**config.mk**
```make
export PLATFORM = sky130hd
export DESIGN_NAME = tt_um_leg_solver
export DESIGN_NICKNAME = d
export VERILOG_FILES = /design/src/rtl/tt_um_leg_solver.sv
export SDC_FILE = /design/constraint.sdc
export NUM_CORES = 1
export LEC_CHECK = 0
export CAP_MARGIN = 20
export CORE_UTILIZATION = 55
export CTS_CLUSTER_SIZE = 12
export DETAILED_ROUTE_END_ITERATION = 8
export PLACE_DENSITY = 0.75
export SYNTH_ARGS = -nofsm -noshare
export SYNTH_HDL_FRONTEND = slang
export SYNTH_SLANG_ARGS = --single-unit
```
**constraint.sdc**
```tcl
create_clock -name clk -period 3.6 [get_ports clk]
set_input_delay 0.72 -clock clk [delete_from_list [all_inputs] [get_ports clk]]
set_output_delay 0.72 -clock clk [all_outputs]
set_load 0.005 [all_outputs]
```
**src/rtl/tt_um_leg_solver.sv**
```systemverilog
// tt_um_leg_solver: computes b = floor(sqrt(c*c - a*a)) for unsigned 8-bit c and a.
// c*c and a*a come from a shift-add multiplier (one bit per cycle). Their difference is
// clamped to 0 with err set if a > c. The root comes from a restoring digit-by-digit
// method (one bit per cycle). Latency is fixed at 26 cycles from the start edge.
//
// Ports:
//   clk     - rising-edge clock
//   rst_n   - asynchronous active-low reset
//   ena     - global enable; all state holds while low
//   ui_in   - operand data bus
//   uio_in  - bit0 load_c, bit1 load_a, bit2 start (bits 7:3 ignored)
//   uo_out  - registered result b
//   uio_out - bit3 busy, bit4 done, bit5 err, other bits 0
//   uio_oe  - constant 8'b0011_1000
module tt_um_leg_solver (
    input  logic       clk,
    input  logic       rst_n,
    input  logic       ena,
    input  logic [7:0] ui_in,
    input  logic [7:0] uio_in,
    output logic [7:0] uo_out,
    output logic [7:0] uio_out,
    output logic [7:0] uio_oe
);

    typedef enum logic [2:0] {StIdle, StSqC, StSqA, StSub, StRoot, StDone} state_t;

    state_t      state;
    logic [7:0]  c_reg, a_reg;
    logic [7:0]  wc, wa;       // working copies taken at start
    logic [15:0] acc;          // multiplier accumulator; holds a*a going into SUB
    logic [15:0] csq;          // c*c, then D, then shifted radicand during ROOT
    logic [9:0]  rem;          // root remainder, always < 2*root+1
    logic [7:0]  root;
    logic [3:0]  cnt;
    logic        busy, done, err;

    logic        load_c, load_a, start, idle_like;
    logic [7:0]  mul_op;
    logic [15:0] term, acc_sum;
    logic [11:0] rem_sh, trial;
    logic        rem_ge;
    logic        unused;

    assign load_c    = uio_in[0];
    assign load_a    = uio_in[1];
    assign start     = uio_in[2];
    assign unused    = &{1'b0, uio_in[7:3]};
    assign idle_like = (state == StIdle) || (state == StDone);

    assign uio_out = {2'b00, err, done, busy, 3'b000};
    assign uio_oe  = 8'b0011_1000;

    always_comb begin
        mul_op  = (state == StSqC) ? wc : wa;
        term    = mul_op[cnt[2:0]] ? ({8'h00, mul_op} << cnt[2:0]) : 16'h0000;
        acc_sum = acc + term;
        // Bring down the next two radicand bits and try appending a 1 to the root.
        rem_sh  = {rem, csq[15:14]};
        trial   = {2'b00, root, 2'b01};
        rem_ge  = (rem_sh >= trial);
    end

    always_ff @(posedge clk or negedge rst_n) begin
        if (!rst_n) begin
            state  <= StIdle;
            c_reg  <= 8'h00;
            a_reg  <= 8'h00;
            wc     <= 8'h00;
            wa     <= 8'h00;
            acc    <= 16'h0000;
            csq    <= 16'h0000;
            rem    <= 10'h000;
            root   <= 8'h00;
            cnt    <= 4'h0;
            busy   <= 1'b0;
            done   <= 1'b0;
            err    <= 1'b0;
            uo_out <= 8'h00;
        end else if (ena) begin
            if (idle_like) begin
                if (load_c) c_reg <= ui_in;
                if (load_a) a_reg <= ui_in;
            end
            unique case (state)
                StIdle, StDone: begin
                    busy <= 1'b0;
                    if (start) begin
                        wc    <= c_reg;
                        wa    <= a_reg;
                        acc   <= 16'h0000;
                        cnt   <= 4'h0;
                        done  <= 1'b0;
                        err   <= 1'b0;
                        state <= StSqC;
                    end
                end
                StSqC: begin
                    busy <= 1'b1;
                    if (cnt == 4'd7) begin
                        csq   <= acc_sum;
                        acc   <= 16'h0000;
                        cnt   <= 4'h0;
                        state <= StSqA;
                    end else begin
                        acc <= acc_sum;
                        cnt <= cnt + 4'd1;
                    end
                end
                StSqA: begin
                    busy <= 1'b1;
                    acc  <= acc_sum;
                    if (cnt == 4'd7) begin
                        cnt   <= 4'h0;
                        state <= StSub;
                    end else begin
                        cnt <= cnt + 4'd1;
                    end
                end
                StSub: begin
                    busy <= 1'b1;
                    if (acc > csq) begin
                        csq <= 16'h0000;
                        err <= 1'b1;
                    end else begin
                        csq <= csq - acc;
                    end
                    rem   <= 10'h000;
                    root  <= 8'h00;
                    cnt   <= 4'h0;
                    state <= StRoot;
                end
                StRoot: begin
                    // Eight iterations, then one commit cycle that publishes the
                    // result; the commit cycle is what makes the total 26 cycles.
                    if (cnt == 4'd8) begin
                        uo_out <= root;
                        done   <= 1'b1;
                        busy   <= 1'b0;
                        cnt    <= 4'h0;
                        state  <= StDone;
                    end else begin
                        busy <= 1'b1;
                        rem  <= 10'(rem_ge ? (rem_sh - trial) : rem_sh);
                        root <= {root[6:0], rem_ge};
                        csq  <= {csq[13:0], 2'b00};
                        cnt  <= cnt + 4'd1;
                    end
                end
                default: state <= StIdle;
            endcase
        end
    end

endmodule
```
Yosys cells after proc, flatten, opt, wreduce, memory -nomap -nowiden
Index checks and enable logic that the tools add are counted.
- bits in registers: 100
- output and inout port bits: 24
- add/sub/neg operators: 4
- order comparisons: 3
- equal/unequal tests: 13
- shifts and indexed selects: 1
- multiplexer cells: 32
- reductions and logical operators: 24
- operators by type and width (cell ; number):
    $mux 16 ; 6
    $pmux 16 s3 ; 2
    $reduce_and 3->1 ; 7
    $mux 10 ; 2
    $pmux 10 s2 ; 1
    $add 16x16->16 ; 1
    $gt 16x16->1 ; 1
    $mux 8 ; 2
    $pmux 4 s4 ; 1
    $pmux 8 s2 ; 1
    $shl 8x3->16 ; 1
    $sub 16x16->16 ; 1
    $pmux 3 s5 ; 1
    $ge 12x10->1 ; 1
    $mux 3 ; 4
    $mux 4 ; 3
    $reduce_and 4->1 ; 3
    $ne 2x2->1 const B ; 5
    $sub 10x10->10 ; 1
    $reduce_bool 3->1 ; 3
    $eq 3x2->1 const B ; 2
    $eq 3x3->1 const B ; 2
    $reduce_bool 2->1 ; 3
    $mux 1 ; 5
    other kinds (16) ; 18

Logic depth before layout (Yosys ltp)
- word-level depth: 8
- gate-level depth with buffers: 16
- depth with buffers taken out: 15

Worst setup path after synthesis
OpenSTA, ideal clock, no wires.
- path type: register -> register
- from: reg state[2]
- to: reg acc[12]
- arrival: 3.341 ns
- required time: 3.479 ns
- path slack: 0.138 ns
- cell stages (with the launch flop): 16
- path buffers: 0
- cell sequence: dfrtp_1 > nand2b_2 > nor2_8 > mux2i_1 > mux4_2 > nor2_1 > o21bai_2 > and2_1 > ha_1 > o211ai_1 > a21oi_1 > a211oi_1 > o211a_1 > o21a_1 > xnor2_1 > a22o_1
- longest elaborated chain between the ends: 8
- elaborated cells on any way between the ends: 16
- ends and longest elaborated chain (item ; RTL line ; text):
    from (decl) ; 28 ; state_t state;
    from (signal assigned) ; 66 ; state <= StIdle;
    from (signal assigned) ; 95 ; state <= StSqC;
    from (signal assigned) ; 104 ; state <= StSqA;
    $eq 3x1->1 ; 55, 85 ;
    $mux 8 ; 55 ; mul_op = (state == StSqC) ? wc : wa;
    $bmux 1 s3 ; 56 ; term = mul_op[cnt[2:0]] ? ({8'h00, mul_op} << cnt[2:0]) : 16'h0000;
    $mux 1 (not written as such) ; 56 ;
    $mux 16 ; 56 ;
    $add 16x16->16 ; 57 ; acc_sum = acc + term;
    $mux 16 ; 100 ; if (cnt == 4'd7) begin
    $pmux 16 s3 ; 85 ; unique case (state)
    to (signal assigned) ; 106 ; acc <= acc_sum;
    to (signal assigned) ; 112 ; acc <= acc_sum;
    to (decl) ; 31 ; logic [15:0] acc;
Several ways; a longest one is shown, not always the timed one. The select of a mux whose other input is x is not followed.
A chain may end at the register's enable or synchronous reset.

Final worst setup path
- from: reg state[2]
- to: reg csq[12]
- longest elaborated chain between the ends: 8
- elaborated cells on any way between the ends: 15
- ends and longest elaborated chain (item ; RTL line ; text):
    $eq 3x1->1 ; 55, 85 ;
    $mux 8 ; 55 ;
    $bmux 1 s3 ; 56 ;
    $mux 1 (not written as such) ; 56 ;
    $mux 16 ; 56 ;
    $add 16x16->16 ; 57 ;
    $mux 16 ; 100 ;
    $pmux 16 s3 ; 85 ;
    to (signal assigned) ; 101 ; csq <= acc_sum;
    to (signal assigned) ; 126 ; csq <= csq - acc;
    to (signal assigned) ; 146 ; csq <= {csq[13:0], 2'b00};
    to (decl) ; 32 ; logic [15:0] csq;
Several ways; a longest one is shown, not always the timed one. The select of a mux whose other input is x is not followed.

==> flow_metrics.py <==
metrics = {
    "run_status": {
        "outcome": "finished clean",
    },
    "worst_setup_path": {
        "crit_type": "reg -> reg",
        "crit_required_ns": 3.90,
        "rr_startpoint": "state[2]",
        "crit_fanout": 7,
        "reg2reg_depth": 15,
        "end_kind": "register",
        "cp_data_arrival_time_ns": 3.79,
        "cp-start-kind": "register",
        "crit_path_start": "state[2]",
    },
    "cts": {
        "hold_buffers": 0,
        "clkTransAtPathRegs_ns": 0.07,
        "cts_buffers": 9,
        "clock_sinks": 100,
        "htree_levels": 3,
        "cts_buffer_depth": 2,
        "cts_tree": "yes",
        "root_buffer": "clkbuf_16",
        "clock_latency_ns": 0.36,
    },
    "final_layout": {
        "fin_util": 0.6725,
        "drive_gt1_frac": 0.1864,
        "n_antenna_cell": 0,
        "layout.cells.non_filler": 978,
        "ff_latch_area_mm2": 0.002502,
        "reg_top3": "acc: 16 flops, csq: 16 flops, rem: 10 flops",
        "fillCellCount": 936,
        "multi_input_area_mm2": 0.004292,
        "nets": 869,
        "stdcell_area_mm2": 0.008145,
        "syn_to_final_growth_pct": 17.98,
    },
    "placed_design": {
        "gp_congestion": 0.9047,
        "numPortBuffers": 24,
        "dp_slack_ns": -0.1045,
        "dp_hpwl_mm": 12.07,
        "placed_area_mm2": 0.007492,
        "dp_cells": 952,
    },
    "power": {
        "ir_drop_v": 0.0004908,
        "power_per_cell_area_mw_per_mm2": 980.2,
        "leakage_uw": 0.003581,
    },
    "synthesis": {
        "synth_seq_cells": 100,
        "synth_most_common_cell": "dfrtp_1",
        "yosysWarnings": 0,
        "synth_area_mm2": 0.006904,
        "synth_edf_count": 0,
        "synth_seq_area_share": 0.3625,
        "synthTopCellsByArea": "dfrtp_1 (36%), ha_1 (7.8%), mux2_2 (5.4%), mux2i_1 (5.2%), o21ai_0 (4.5%)",
        "yosysTopAreaCellShare": 0.3625,
        "synth_top_cell_by_area": "dfrtp_1",
        "postSynth.asyncResetShare": 1.000,
        "synth_common_cells": "dfrtp_1 (100), nand2_1 (72), o21ai_0 (62)",
        "synth_cells": 752,
        "synth_area_per_cell_um2": 9.181,
        "synth_cell_type_count": 67,
        "yosys_most_used_dff": "dfrtp_1",
    },
    "timing": {
        "setup_slack_ns": 0.1083,
        "maxSlewViolCount": 0,
        "min_period_over_period": 0.9699,
        "skew_ns": 0.007352,
        "hold_ws_ns": 0.3701,
        "hold_violations": 0,
        "maxSlewHeadroom": 0.4736,
        "max_freq_ghz": 0.2864,
        "setup_viol": 0,
        "min_period_ns": 3.492,
        "worstMarginPinSlew_ns": 0.7877,
        "rsz0062_at_grt": "yes",
    },
    "job": {
        "max_cap_viol_count": 0,
    },
    "drt": {
        "drtIter0Drc": 404,
        "totalWireLength_mm": 16.91,
        "wl_per_cell_um": 17.29,
        "final_antenna_net_count": 0,
        "vias_per_cell": 5.924,
        "dr_total_vias": 5794,
        "first_pass_iters": 5,
        "drcViolationCount": 0,
    },
    "die": {
        "start_util": 0.5700,
        "io_pins": 43,
        "coreArea_mm2": 0.01211,
        "die_area_mm2": 0.01301,
        "dieHeight_um": 114.0,
        "die_w_um": 114.0,
        "rows": 40,
    },
    "min_path": {
        "hold_path_class": "in -> async",
    },
    "global_route": {
        "overflow": 0,
        "antenna_found_initial": 0,
        "grt_pass1_wl_mm": 27.40,
        "grt.total_usage": 0.2659,
        "grt_pass1_vias": 5718,
        "grt_max_degree": 54,
    },
}
## logic make-up (layout without fill, tap and decap cells)
| logic type | count (synthesis) | in the layout | synth area share |
|---|---|---|---|
| AND/OR/NAND/NOR | 214 | 214 | 0.1530 |
| AO/OA/AOI/OAI | 200 | 200 | 0.1881 |
| flip-flops | 100 | 100 | 0.3625 |
| buffers and inverters | 88 | 135 | 0.05817 |
| multiplexers | 72 | 72 | 0.1142 |
| adder cells (fa/ha/maj) | 45 | 45 | 0.08373 |
| XOR/XNOR | 31 | 31 | 0.03933 |
| other | 2 | 13 | 0.001088 |
## path summary, 6_finish.rpt
kind | endpoint | slack [ns]
setup / recovery | csq[12] | 0.11
hold reg to reg | busy | 0.47
hold / removal | csq[15] | 0.37
max in group asynchronous | cnt[3] | 2.53
setup reg to reg | csq[12] | 0.11
min in group clk | busy | 0.47
## layout make-up
| type | count | share of cell area |
|---|---|---|
| timing repair buffer | 79 | 0.08464 |
| inverter | 40 | 0.01843 |
| multi-input combinational | 575 | 0.5269 |
| clock buffer | 9 | 0.02765 |
| tap | 168 | 0.02581 |
| clock inverter | 7 | 0.009370 |
| sequential | 100 | 0.3072 |
## what timing repair did
item | in CTS | in global routing
gates resized for setup | 11 | 44
pin swaps | 1 | 16
buffers inserted | 2 | 8
setup endpoints to repair | 11 | 18
## stage by stage
step / setup TNS [ns] / power [uW]
2_1_floorplan: 0 / 5282
3_3_place_gp: -0.07626 / 6319
3_5_place_dp: -0.1980 / 6502
4_1_cts: 0 / 7611
5_1_grt: -0.1270 / 8596
6_report: 0 / 7984
## worst max-delay path, stage by stage (launching register included)
cell      delay [ns]
dfrtp_1         0.38
nand2b_4        0.17
nor2_8          0.18
buf_6           0.16
mux2i_4         0.09
mux4_2          0.54
o21bai_4        0.23
and2_4          0.19
ha_4            0.20
buf_4           0.16
a211oi_2        0.21
buf_4           0.15
o211a_4         0.20
o21a_1          0.19
mux2i_1         0.23
o22a_1          0.14
## cell usage in the layout (no fill, tap or decap), types with 19 or more instances in the layout
cell / instances
o21ai_0: 57
inv_1: 38
mux2i_1: 27
clkdlybuf4s50_1: 23
ha_1: 39
nand2_1: 71
buf_4: 48
nor2_1: 42
mux2_2: 33
dfrtp_1: 100
a21oi_1: 47
xnor2_1: 19
## metal layers
metal | share of wire | global-route usage
met2 | 0.52 | 0.4618
met5 | 0 | 0
met4 | 0.015 | 0.08745
met3 | 0.040 | 0.03826
met1 | 0.43 | 0.3404
## where the power goes
group	leakage, uW	internal, uW	switching (uW)
clock	0.000147	494	485
combinational	0.00215	2350	2730
sequential	0.00128	1540	383
total	0.00358	4380	3600
Note: power is estimated with default switching activity, not from simulation.
